[src/rtl/sequence_presenter_pkg.sv]
// Shared game definitions for the sequence presenter and the sequence checker.
// Holds the presenter state encoding, game-size constants, the LVL width that
// both blocks agree on, and a helper that extracts one displayed symbol.
package sequence_presenter_pkg;

  typedef enum logic [3:0] {
    ST_IDLE,
    ST_GEN,
    ST_WRITE,
    ST_GAP,
    ST_SHOW,
    ST_DONE,
    ST_WAIT,
    ST_WIN,
    ST_LOSE
  } state_t;

  localparam int MAX_LVL = 5;
  localparam int NUM_SYM = 5;
  localparam int SEQ_W   = 20;
  localparam int ADDR_W  = 5;
  localparam logic [ADDR_W-1:0] SEQ_ADDR = 5'd0;
  localparam int LVL_W   = 3;
  localparam int IDX_W   = 3;

  // Symbol 0 lives in the top nibble, symbol 4 in the bottom nibble.
  function automatic logic [3:0] seq_nibble(input logic [SEQ_W-1:0] seq,
                                            input logic [IDX_W-1:0] idx);
    return seq[(SEQ_W - 4) - 4 * int'(idx) +: 4];
  endfunction

endpackage

[src/rtl/sequence_presenter_if.sv]
// Bus bundle between the sequence presenter and its environment.
//   start/correct/incorrect : one-cycle control pulses into the presenter
//   RAM_w/RAM_addr/RAM_wdata: single-word sequence write toward the RAM
//   LVL                     : current level, read by the checker
//   display_done/digit_out/digit_valid : player display playback
//   win/lose                : held game result
// master = presenter side, slave = environment side.
interface sequence_presenter_if;
  import sequence_presenter_pkg::*;

  logic              start;
  logic              correct;
  logic              incorrect;
  logic              RAM_w;
  logic [ADDR_W-1:0] RAM_addr;
  logic [SEQ_W-1:0]  RAM_wdata;
  logic [LVL_W-1:0]  LVL;
  logic              display_done;
  logic [3:0]        digit_out;
  logic              digit_valid;
  logic              win;
  logic              lose;

  modport master (
    input  start, correct, incorrect,
    output RAM_w, RAM_addr, RAM_wdata, LVL, display_done,
           digit_out, digit_valid, win, lose
  );

  modport slave (
    output start, correct, incorrect,
    input  RAM_w, RAM_addr, RAM_wdata, LVL, display_done,
           digit_out, digit_valid, win, lose
  );

endinterface

[src/rtl/sequence_presenter_lfsr.sv]
// Free-running 20-bit Fibonacci LFSR (taps 20,17) used as the symbol source.
//   clk     : system clock
//   rst     : asynchronous active-low reset, loads SEED
//   i_en    : advance enable
//   o_bits  : low OUT_W bits of the current LFSR state
module sequence_presenter_lfsr #(
  parameter logic [19:0] SEED  = 20'hACE1,
  parameter int          OUT_W = 2
) (
  input  logic             clk,
  input  logic             rst,
  input  logic             i_en,
  output logic [OUT_W-1:0] o_bits
);

  logic [19:0] r_lfsr;

  always_ff @(posedge clk or negedge rst) begin
    if (!rst) begin
      r_lfsr <= SEED;
    end else if (i_en) begin
      r_lfsr <= {r_lfsr[18:0], r_lfsr[19] ^ r_lfsr[16]};
    end
  end

  assign o_bits = r_lfsr[OUT_W-1:0];

endmodule

[src/rtl/sequence_presenter.sv]
// Sequence presenter: on start, builds a random 5-symbol sequence, writes it
// as one word to RAM address 0, plays the first LVL symbols on the display,
// then reacts to the checker's correct/incorrect pulses (next level, win, lose).
//   clk, rst (async active-low)
//   bus (master): start/correct/incorrect in; RAM write, LVL, display and
//                 win/lose out, all registered.
module sequence_presenter
  import sequence_presenter_pkg::*;
#(
  parameter int          ON_TICKS  = 25000000,
  parameter int          OFF_TICKS = 12500000,
  parameter int          SYM_BITS  = 2,
  parameter logic [19:0] LFSR_SEED = 20'hACE1
) (
  input logic                  clk,
  input logic                  rst,
  sequence_presenter_if.master bus
);

  localparam int MAX_TICKS = (ON_TICKS > OFF_TICKS) ? ON_TICKS : OFF_TICKS;
  localparam int TICK_W    = $clog2(MAX_TICKS + 1);
  localparam logic [TICK_W-1:0] ON_LAST  = TICK_W'(ON_TICKS - 1);
  localparam logic [TICK_W-1:0] OFF_LAST = TICK_W'(OFF_TICKS - 1);

  state_t             r_state;
  logic [SEQ_W-1:0]   r_seq;
  logic [TICK_W-1:0]  r_tick;
  logic [IDX_W-1:0]   r_idx;
  logic [LVL_W-1:0]   r_lvl;
  logic               r_ram_w;
  logic [SEQ_W-1:0]   r_wdata;
  logic [3:0]         r_digit;
  logic               r_dvalid;
  logic               r_done;
  logic               r_win;
  logic               r_lose;

  logic [SYM_BITS-1:0] w_rand;
  logic [3:0]          w_sym;
  logic [SEQ_W-1:0]    w_seq_shift;
  logic                w_lfsr_en;

  // Runs in every state so the generated sequence depends on start timing.
  assign w_lfsr_en = 1'b1;

  sequence_presenter_lfsr #(
    .SEED  (LFSR_SEED),
    .OUT_W (SYM_BITS)
  ) u_lfsr (
    .clk    (clk),
    .rst    (rst),
    .i_en   (w_lfsr_en),
    .o_bits (w_rand)
  );

  always_comb begin
    w_sym                 = '0;
    w_sym[SYM_BITS-1:0]   = w_rand;
  end

  // New symbols enter at the LSB so the first generated one ends up on top.
  assign w_seq_shift = {r_seq[SEQ_W-5:0], w_sym};

  always_ff @(posedge clk or negedge rst) begin
    if (!rst) begin
      r_state  <= ST_IDLE;
      r_seq    <= '0;
      r_tick   <= '0;
      r_idx    <= '0;
      r_lvl    <= LVL_W'(1);
      r_ram_w  <= 1'b0;
      r_wdata  <= '0;
      r_digit  <= '0;
      r_dvalid <= 1'b0;
      r_done   <= 1'b0;
      r_win    <= 1'b0;
      r_lose   <= 1'b0;
    end else begin
      // Pulse outputs and the tick counter fall back to zero unless a
      // state below keeps them; this also clears the tick on every entry.
      r_ram_w <= 1'b0;
      r_wdata <= '0;
      r_done  <= 1'b0;
      r_tick  <= '0;
      case (r_state)
        ST_IDLE: begin
          if (bus.start) begin
            r_state <= ST_GEN;
            r_idx   <= '0;
          end
        end
        ST_GEN: begin
          r_seq <= w_seq_shift;
          r_idx <= r_idx + IDX_W'(1);
          if (r_idx == IDX_W'(NUM_SYM - 1)) begin
            r_state <= ST_WRITE;
            r_ram_w <= 1'b1;
            r_wdata <= w_seq_shift;
          end
        end
        ST_WRITE: begin
          r_win   <= 1'b0;
          r_lose  <= 1'b0;
          r_lvl   <= LVL_W'(1);
          r_idx   <= '0;
          r_state <= ST_GAP;
        end
        ST_GAP: begin
          if (r_tick == OFF_LAST) begin
            if (r_idx < r_lvl) begin
              r_state  <= ST_SHOW;
              r_digit  <= seq_nibble(r_seq, r_idx);
              r_dvalid <= 1'b1;
            end else begin
              r_state <= ST_DONE;
              r_done  <= 1'b1;
            end
          end else begin
            r_tick <= r_tick + TICK_W'(1);
          end
        end
        ST_SHOW: begin
          if (r_tick == ON_LAST) begin
            r_idx    <= r_idx + IDX_W'(1);
            r_state  <= ST_GAP;
            r_digit  <= '0;
            r_dvalid <= 1'b0;
          end else begin
            r_tick <= r_tick + TICK_W'(1);
          end
        end
        ST_DONE: begin
          r_state <= ST_WAIT;
        end
        ST_WAIT: begin
          // incorrect has priority over a simultaneous correct
          if (bus.incorrect) begin
            r_state <= ST_LOSE;
            r_lose  <= 1'b1;
            r_lvl   <= LVL_W'(1);
          end else if (bus.correct) begin
            if (r_lvl == LVL_W'(MAX_LVL)) begin
              r_state <= ST_WIN;
              r_win   <= 1'b1;
            end else begin
              r_lvl   <= r_lvl + LVL_W'(1);
              r_idx   <= '0;
              r_state <= ST_GAP;
            end
          end
        end
        ST_WIN, ST_LOSE: begin
          if (bus.start) begin
            r_state <= ST_GEN;
            r_idx   <= '0;
          end
        end
        default: r_state <= ST_IDLE;
      endcase
    end
  end

  assign bus.RAM_w        = r_ram_w;
  assign bus.RAM_addr     = SEQ_ADDR;
  assign bus.RAM_wdata    = r_wdata;
  assign bus.LVL          = r_lvl;
  assign bus.display_done = r_done;
  assign bus.digit_out    = r_digit;
  assign bus.digit_valid  = r_dvalid;
  assign bus.win          = r_win;
  assign bus.lose         = r_lose;

endmodule

[src/flat_wrapper.sv]
// flat-port wrapper written by rule: the top's interface ports become plain ports
module sequence_presenter_flat import sequence_presenter_pkg::*;
#(
  parameter int          ON_TICKS  = 25000000,
  parameter int          OFF_TICKS = 12500000,
  parameter int          SYM_BITS  = 2,
  parameter logic [19:0] LFSR_SEED = 20'hACE1
)
  (clk, rst, bus_start, bus_correct, bus_incorrect, bus_RAM_w, bus_RAM_addr, bus_RAM_wdata, bus_LVL, bus_display_done, bus_digit_out, bus_digit_valid, bus_win, bus_lose);
  sequence_presenter_if bus_i ();
  input logic clk;
  input logic rst;
  input wire logic [$bits(bus_i.start)-1:0] bus_start;
  input wire logic [$bits(bus_i.correct)-1:0] bus_correct;
  input wire logic [$bits(bus_i.incorrect)-1:0] bus_incorrect;
  output wire logic [$bits(bus_i.RAM_w)-1:0] bus_RAM_w;
  output wire logic [$bits(bus_i.RAM_addr)-1:0] bus_RAM_addr;
  output wire logic [$bits(bus_i.RAM_wdata)-1:0] bus_RAM_wdata;
  output wire logic [$bits(bus_i.LVL)-1:0] bus_LVL;
  output wire logic [$bits(bus_i.display_done)-1:0] bus_display_done;
  output wire logic [$bits(bus_i.digit_out)-1:0] bus_digit_out;
  output wire logic [$bits(bus_i.digit_valid)-1:0] bus_digit_valid;
  output wire logic [$bits(bus_i.win)-1:0] bus_win;
  output wire logic [$bits(bus_i.lose)-1:0] bus_lose;
  assign bus_i.start = bus_start;
  assign bus_i.correct = bus_correct;
  assign bus_i.incorrect = bus_incorrect;
  assign bus_RAM_w = bus_i.RAM_w;
  assign bus_RAM_addr = bus_i.RAM_addr;
  assign bus_RAM_wdata = bus_i.RAM_wdata;
  assign bus_LVL = bus_i.LVL;
  assign bus_display_done = bus_i.display_done;
  assign bus_digit_out = bus_i.digit_out;
  assign bus_digit_valid = bus_i.digit_valid;
  assign bus_win = bus_i.win;
  assign bus_lose = bus_i.lose;
  sequence_presenter #(.ON_TICKS(ON_TICKS), .OFF_TICKS(OFF_TICKS), .SYM_BITS(SYM_BITS), .LFSR_SEED(LFSR_SEED)) u_core (.clk(clk), .rst(rst), .bus(bus_i));
endmodule
[config.mk]
export PLATFORM = sky130hd
export DESIGN_NAME = sequence_presenter_flat
export DESIGN_NICKNAME = d
export VERILOG_FILES = /design/src/rtl/sequence_presenter_pkg.sv /design/src/rtl/sequence_presenter_if.sv /design/src/rtl/sequence_presenter_lfsr.sv /design/src/rtl/sequence_presenter.sv /design/src/flat_wrapper.sv
export SDC_FILE = /design/constraint.sdc
export NUM_CORES = 1
export LEC_CHECK = 0
export ABC_CLOCK_PERIOD_IN_PS = 2000
export BUFFER_PORTS_ARGS = -buffer_cell sky130_fd_sc_hd__clkbuf_2
export CAP_MARGIN = 20
export CORE_MARGIN = 2
export CORE_UTILIZATION = 44
export DETAILED_ROUTE_END_ITERATION = 7
export PLACE_DENSITY = 0.68
export SLEW_MARGIN = 20
export SYNTH_ARGS = -nofsm -noshare
export SYNTH_HDL_FRONTEND = slang
export SYNTH_SLANG_ARGS = --single-unit
[constraint.sdc]
create_clock -name clk -period 2 [get_ports clk]
set_clock_uncertainty 0.15 [all_clocks]
set_input_delay 0.3 -clock clk [delete_from_list [all_inputs] [get_ports clk]]
set_output_delay 0.3 -clock clk [all_outputs]
set_load 0.05 [all_outputs]
Yosys cells after proc, flatten, opt, wreduce, memory -nomap -nowiden. Cells that the tools add are included.

Output and inout port bits: 37. Logic and storage cells: 98. Register bits after elaboration: 94. Input port bits: 5.

Order comparisons: 1. Reductions and logical operators: 11. Multiplexer cells: 43. Eq/ne operators: 24. $add $sub $neg: 4. Shifts and indexed selects: 1. Bitwise gates (word level): 1.

Operator list (count): $mux 25 (2); $pmux 25 s2 (1); $mux 4 (9); $shiftx 20x32->4 (1); $pmux 4 s7 (1); $mux 3 (9); $add 25x1->25 const B (1); $eq 25x24->1 const B (1); $eq 25x25->1 const B (1); $mux 20 (1); $mux 18 (1); $eq 4x3->1 const B (4); $pmux 3 s5 (1); $mux 1 (13); $ne 2x1->1 const B (6); $eq 4x2->1 const B (2); $ne 2x2->1 const B (4); $pmux 4 s2 (1); $reduce_and 4->1 (2); $add 3x1->3 const B (2); $eq 3x3->1 const B (2); $ne 3x3->1 const B (2); $pmux 1 s2 (3); $pmux 3 s2 (1); other kinds (13) (14).

Depth between registers and ports, before layout.
Depth after elaboration: 5. Mapped depth: 8. Gate-level depth less buffers: 7.

Hierarchy. Synthesis repeated with hierarchy kept, for this count alone.

Cell total of the unflattened synthesis: 380. Area total of the unflattened synthesis: 4219.0 µm².

Modules (own cells, without submodules): sequence_presenter (times used 1, cells each 334, area an instance 3372.0 µm²); sequence_presenter_lfsr (times used 1, cells each 46, area an instance 847.1 µm²).

Least setup slack after synthesis. Ideal clock, no wire load.

Kind: register to register. Start point: register u_core.r_lvl[1] (netlist: u_core.bus.LVL[1]). End point: register u_core.r_digit[0] (netlist: u_core.bus.digit_out[0]). Stages on the path, launching flop included: 7. Setup slack: -162 ps. Library setup time: 125 ps. Path buffers: 0. Arrival: 1888 ps. Path through: dfrtp_1 inv_1 ha_1 a21o_2 a211oi_1 o211ai_1 mux2_2.

Cells in the longest elaborated chain, start to end: 3.

RTL lines: start: declaration (line sequence_presenter.sv:29) `logic [LVL_W-1:0] r_lvl;`; start signal: assignment (line sequence_presenter.sv:146) `r_lvl <= r_lvl + LVL_W'(1);`; $lt 3x3->1 (line sequence_presenter.sv:110) `if (r_idx < r_lvl) begin`; $ne 2x1->1 (no source line); $reduce_and 4->1 (no source line); end signal: assignment (line sequence_presenter.sv:112) `r_digit <= seq_nibble(r_seq, r_idx);`; end: declaration (line sequence_presenter.sv:32) `logic [3:0] r_digit;`.

Every way passes these cells. A chain may end at the register's enable or synchronous reset.

Worst setup path in the final report.
Start point: register u_core.r_idx[1]. End point: register u_core.r_state[1].

Cells in the longest elaborated chain, start to end: 3.

RTL lines: start: declaration (line sequence_presenter.sv:28) `logic [IDX_W-1:0] r_idx;`; start signal: assignment (line sequence_presenter.sv:94) `r_idx <= r_idx + IDX_W'(1);`; start signal: assignment (line sequence_presenter.sv:124) `r_idx <= r_idx + IDX_W'(1);`; $eq 3x3->1 (line sequence_presenter.sv:95) `if (r_idx == IDX_W'(NUM_SYM - 1)) begin`; $ne 2x1->1 (no source line); $reduce_and 5->1 (no source line); end signal: assignment (line sequence_presenter.sv:96) `r_state <= ST_WRITE;`; end signal: assignment (line sequence_presenter.sv:106) `r_state <= ST_GAP;`; end signal: assignment (line sequence_presenter.sv:111) `r_state <= ST_SHOW;`; end: declaration (line sequence_presenter.sv:25) `state_t r_state;`.

Every way passes these cells.

==> flow_summary.html <==
<table>
<tr><th>Metric</th><th>Value</th></tr>
<tr><th colspan="2">STA</th></tr>
<tr><td>RSZ-0062 raised after global routing</td><td>true</td></tr>
<tr><td>Count of endpoints failing setup in the final report</td><td>0</td></tr>
<tr><td>Final worst path period need</td><td>1.974 ns</td></tr>
<tr><td>Highest attainable clock frequency</td><td>0.5067 GHz</td></tr>
<tr><td>Crit share post-route</td><td>98.69%</td></tr>
<tr><td>Number of max-slew violations in the final report</td><td>0</td></tr>
<tr><td>Relative max-transition margin</td><td>63.40%</td></tr>
<tr><td>Count of final hold-check violations</td><td>0</td></tr>
<tr><td>Worst Max-Slew Pin Slew</td><td>0.5490 ns</td></tr>
<tr><td>Final setup slack of the worst path</td><td>0.02625 ns</td></tr>
<tr><th colspan="2">Global route</th></tr>
<tr><td>Via count of the first global-routing pass</td><td>2590</td></tr>
<tr><td>Gr ovfl total</td><td>0</td></tr>
<tr><td>Combined global-route utilization of all metal layers</td><td>15.99%</td></tr>
<tr><td>Largest net degree at the start of global routing</td><td>44</td></tr>
<tr><td>First-pass GRT wire length</td><td>12410 um</td></tr>
<tr><td>Number of antenna violations at the first check in global routing</td><td>0</td></tr>
<tr><th colspan="2">Clock network</th></tr>
<tr><td>Clock root buffer master</td><td>sky130_fd_sc_hd__clkbuf_8</td></tr>
<tr><td>Buffer levels on the longest clock path</td><td>2</td></tr>
<tr><td>Post-CTS clock slew at the launch and capture registers of the worst setup and hold paths</td><td>0.09 ns</td></tr>
<tr><td>Sinks on Clock Net</td><td>82</td></tr>
<tr><td>Clock insertion delay at the later pin of the skew report</td><td>0.37 ns</td></tr>
<tr><td>TritonCTS clock tree</td><td>built</td></tr>
<tr><td>TritonCTS buffer count</td><td>9</td></tr>
<tr><td>H-tree levels</td><td>3</td></tr>
<tr><th colspan="2">Logic synthesis</th></tr>
<tr><td>Mux contribution to synthesized area</td><td>5.702%</td></tr>
<tr><td>Number of synthesized flops with an enable pin</td><td>0</td></tr>
<tr><td>Cell types occupying the most area after synthesis</td><td>sky130_fd_sc_hd__dfrtp_1 (47%), sky130_fd_sc_hd__dfstp_2 (6.0%), sky130_fd_sc_hd__mux2_2 (4.3%), sky130_fd_sc_hd__nor2_1 (3.5%), sky130_fd_sc_hd__xnor2_1 (3.3%)</td></tr>
<tr><td>Distinct cell type count of the synthesized netlist</td><td>63</td></tr>
<tr><td>Total number of yosys warnings</td><td>0</td></tr>
<tr><td>Number of instances in the synthesized netlist</td><td>344</td></tr>
<tr><td>Netlist area before placement</td><td>3928 um^2</td></tr>
<tr><td>Area share of the largest cell type after synthesis</td><td>46.51%</td></tr>
<tr><td>Avg Inst Size Synth</td><td>11.42 um^2</td></tr>
<tr><td>#FFs+latches synth</td><td>82</td></tr>
<tr><td>Most used flip-flop cell after synthesis</td><td>sky130_fd_sc_hd__dfrtp_1</td></tr>
<tr><td>Part of the Yosys area used for sequential elements</td><td>52.53%</td></tr>
<tr><td>Synthesized-area fraction occupied by adder cells</td><td>2.549%</td></tr>
<tr><td>Fraction of synthesized cell area in xor and xnor cells</td><td>5.352%</td></tr>
<tr><td>Combinational family with the most area after synthesis</td><td>simple AND/OR/NAND/NOR gates</td></tr>
<tr><td>Compound-Gate Fraction of Synth Area</td><td>8.155%</td></tr>
<tr><td>Library cell with the largest summed area after synthesis</td><td>sky130_fd_sc_hd__dfrtp_1</td></tr>
<tr><td>Leading post-synthesis cells by instance count</td><td>sky130_fd_sc_hd__dfrtp_1 (73), sky130_fd_sc_hd__nor2_1 (37), sky130_fd_sc_hd__nand2_1 (18), sky130_fd_sc_hd__buf_4 (17)</td></tr>
<tr><td>Async set-or-reset flop fraction in the synthesized netlist</td><td>100.0%</td></tr>
<tr><td>Cell with the most instances after synthesis</td><td>sky130_fd_sc_hd__dfrtp_1</td></tr>
<tr><td>Area share of and/or/nand/nor cells after synthesis</td><td>19.62%</td></tr>
<tr><th colspan="2">Floorplan</th></tr>
<tr><td>Die span in x</td><td>98.48 um</td></tr>
<tr><td>Total die area</td><td>9698 um^2</td></tr>
<tr><td>I/O pins</td><td>42</td></tr>
<tr><td>Die span in y</td><td>98.48 um</td></tr>
<tr><td>Core box area</td><td>8678 um^2</td></tr>
<tr><td>Effective utilization at floorplan</td><td>45.26%</td></tr>
<tr><td>Row Count</td><td>34</td></tr>
<tr><th colspan="2">Layout</th></tr>
<tr><td>Final Core Density</td><td>53.47%</td></tr>
<tr><td># diodes</td><td>0</td></tr>
<tr><td>Area grow syn2layout</td><td>18.16%</td></tr>
<tr><td>Net count, final</td><td>418</td></tr>
<tr><td>Share of layout cells above drive strength 1</td><td>32.44%</td></tr>
<tr><th colspan="2">Routing</th></tr>
<tr><td>Overall via count from detail_route</td><td>2711</td></tr>
<tr><td>Pre-antenna DRT Iters</td><td>4</td></tr>
<tr><td>Detail Route Antenna Nets</td><td>0</td></tr>
<tr><td>Total Routed Length</td><td>7700 um</td></tr>
<tr><td>WL per Instance</td><td>14.86 um</td></tr>
<tr><td>1st-iter DRT viols</td><td>109</td></tr>
<tr><td>DR DRC count</td><td>0</td></tr>
<tr><td>Via density per instance</td><td>5.234</td></tr>
<tr><th colspan="2">Setup path</th></tr>
<tr><td>Class of the most critical setup path</td><td>flip-flop to flip-flop</td></tr>
<tr><td>Number of cells on the worst reg-to-reg path</td><td>7</td></tr>
<tr><td>Endpoint of the most critical register-to-register path</td><td>u_core.r_state[1]</td></tr>
<tr><td>Reg2reg setup slack</td><td>0.03 ns</td></tr>
<tr><td>Arr. time, crit path</td><td>2.08 ns</td></tr>
<tr><td>Critical path data required time</td><td>2.10 ns</td></tr>
<tr><td>Worst setup path end</td><td>u_core.r_state[1]</td></tr>
<tr><td>Maximum fanout along the worst path</td><td>3</td></tr>
<tr><td>Worst R2R Start</td><td>u_core.r_idx[1]</td></tr>
<tr><td>Origin of the worst setup path</td><td>u_core.r_idx[1]</td></tr>
<tr><td>Type of element capturing the critical path</td><td>flip-flop</td></tr>
<tr><td>Element type at the critical path start</td><td>flip-flop</td></tr>
<tr><th colspan="2">Placement</th></tr>
<tr><td>Count of port buffers added during placement</td><td>24</td></tr>
<tr><td>Placed wire-length estimate after detailed placement</td><td>5287 um</td></tr>
<tr><td>Global placer's final weighted congestion</td><td>0.8828</td></tr>
<tr><td>Worst slack, placed</td><td>-0.03254 ns</td></tr>
<tr><th colspan="2">Hold path</th></tr>
<tr><td>Tightest Hold Check Type</td><td>input port to flip-flop</td></tr>
<tr><th colspan="2">Power and ir drop</th></tr>
<tr><td>Power density relative to cell area</td><td>998.0 nW/um^2</td></tr>
<tr><td>P_leak</td><td>0.002161 uW</td></tr>
<tr><td>Maximum VDD drop</td><td>389.0 uV</td></tr>
<tr><th colspan="2">Flow run</th></tr>
<tr><td>Max_cap viols</td><td>0</td></tr>
<tr><th colspan="2">Run status</th></tr>
<tr><td>Outcome</td><td>complete, no violations</td></tr>
</table>
## cell usage in the layout, fill, tap and decap left out, types with 7 or more instances in the layout
| cell type | count |
|---|---|
| sky130_fd_sc_hd__a21oi_1 | 9 |
| sky130_fd_sc_hd__o21ai_0 | 7 |
| sky130_fd_sc_hd__and2_1 | 12 |
| sky130_fd_sc_hd__xor2_1 | 9 |
| sky130_fd_sc_hd__xnor2_1 | 15 |
| sky130_fd_sc_hd__nand4_1 | 7 |
| sky130_fd_sc_hd__dfrtp_1 | 70 |
| sky130_fd_sc_hd__buf_4 | 33 |
| sky130_fd_sc_hd__nor2_1 | 37 |
| sky130_fd_sc_hd__conb_1 | 17 |
| sky130_fd_sc_hd__dfstp_2 | 9 |
| sky130_fd_sc_hd__clkbuf_2 | 23 |
| sky130_fd_sc_hd__clkbuf_8 | 10 |
| sky130_fd_sc_hd__nand2_1 | 18 |
| sky130_fd_sc_hd__mux2_2 | 15 |
| sky130_fd_sc_hd__nand3_1 | 7 |
## final cells by class
type / instances / area, um^2
sequential: 82 / 2067
clock inverter: 6 / 78.83
tap: 108 / 135.1
fill: 765 / 4038
multi-input combinational: 241 / 1740
timing repair buffer: 61 / 444.2
clock buffer: 10 / 137.6
inverter: 10 / 37.54
## repair_timing
| item | 4_1_cts | 5_1_grt |
|---|---|---|
| setup endpoints to repair | 28 | 31 |
| pin swaps | 2 | 8 |
| endpoints found under the hold margin | 32 | 0 |
| hold buffers | 1 | 0 |
| resized for setup | 3 | 13 |
| setup buffers | 1 | 5 |
## critical path: stages (launching register included)
cell and delay [ns]:
sky130_fd_sc_hd__dfrtp_1 0.43, sky130_fd_sc_hd__inv_2 0.08, sky130_fd_sc_hd__ha_2 0.18, sky130_fd_sc_hd__ha_4 0.13
sky130_fd_sc_hd__inv_2 0.05, sky130_fd_sc_hd__a221oi_4 0.36, sky130_fd_sc_hd__nand3_2 0.15, sky130_fd_sc_hd__a221o_1 0.32
## power by group
part / switching (uW) / internal, uW
Clock: 670 / 640
Sequential: 111 / 1730
Combinational: 822 / 653
Total: 1600 / 3030
## registers in the layout (all words and copies together) (netlist names)
signal,count
u_core.bus.LVL,3
u_core.bus.RAM_w,1
u_core.bus.win,1
u_core.u_lfsr.r_lfsr,20
u_core.bus.lose,1
u_core.r_state,4
u_core.bus.RAM_wdata,10
u_core.r_idx,3
u_core.bus.digit_out,2
u_core.r_tick,25
u_core.bus.display_done,1
u_core.r_seq,10
u_core.bus.digit_valid,1
## worst min-delay path by stage
stage                  startpoint                      end  slack [ns]  depth (start not counted)
finish              bus_incorrect          u_core.bus.lose        0.12                          3
global placement              rst  u_core.bus.RAM_wdata[4]        0.16                          1
detailed placement            rst  u_core.bus.RAM_wdata[8]        0.17                          1
floorplan                     rst        u_core.bus.LVL[1]       -0.15                          0
CTS                 bus_incorrect          u_core.bus.lose        0.12                          3
global route        bus_incorrect          u_core.bus.lose        0.14                          3
## logic make-up (layout without fill, tap and decap cells)
| kind of cell | Yosys count | count (layout) |
|---|---|---|
| simple gates | 130 | 130 |
| other cells | 1 | 17 |
| mux | 18 | 18 |
| compound gates | 44 | 44 |
| xor+xnor | 24 | 24 |
| buf+inv | 37 | 87 |
| fa+ha+maj | 8 | 8 |
| flops | 82 | 82 |
## metrics by stage
stage          std cells  setup TNS (ns)  total power, uW  area [um^2]  hold WS, ns
3_3_place_gp         495               0             3179         4312       0.1642
6_report             518               0             4631         4641       0.1238
3_5_place_dp         495        -0.08621             3214         4312       0.1727
4_1_cts              513       -0.008744             4554         4562       0.1206
5_1_grt              518          -1.432             4857         4641       0.1397
2_1_floorplan        360               0             2880         3989      -0.1456
## routing by layer
layer / up-vias / track usage (%) / wire [um]
met1: 1345 / 22.74 / 3652
met3: 12 / 4.043 / 318
met2: 62 / 24.12 / 3598
met4: 0 / 5.374 / 130
met5: - / 0 / 0
li1: 1292 / - / -
(Power assumes the default switching activity.)
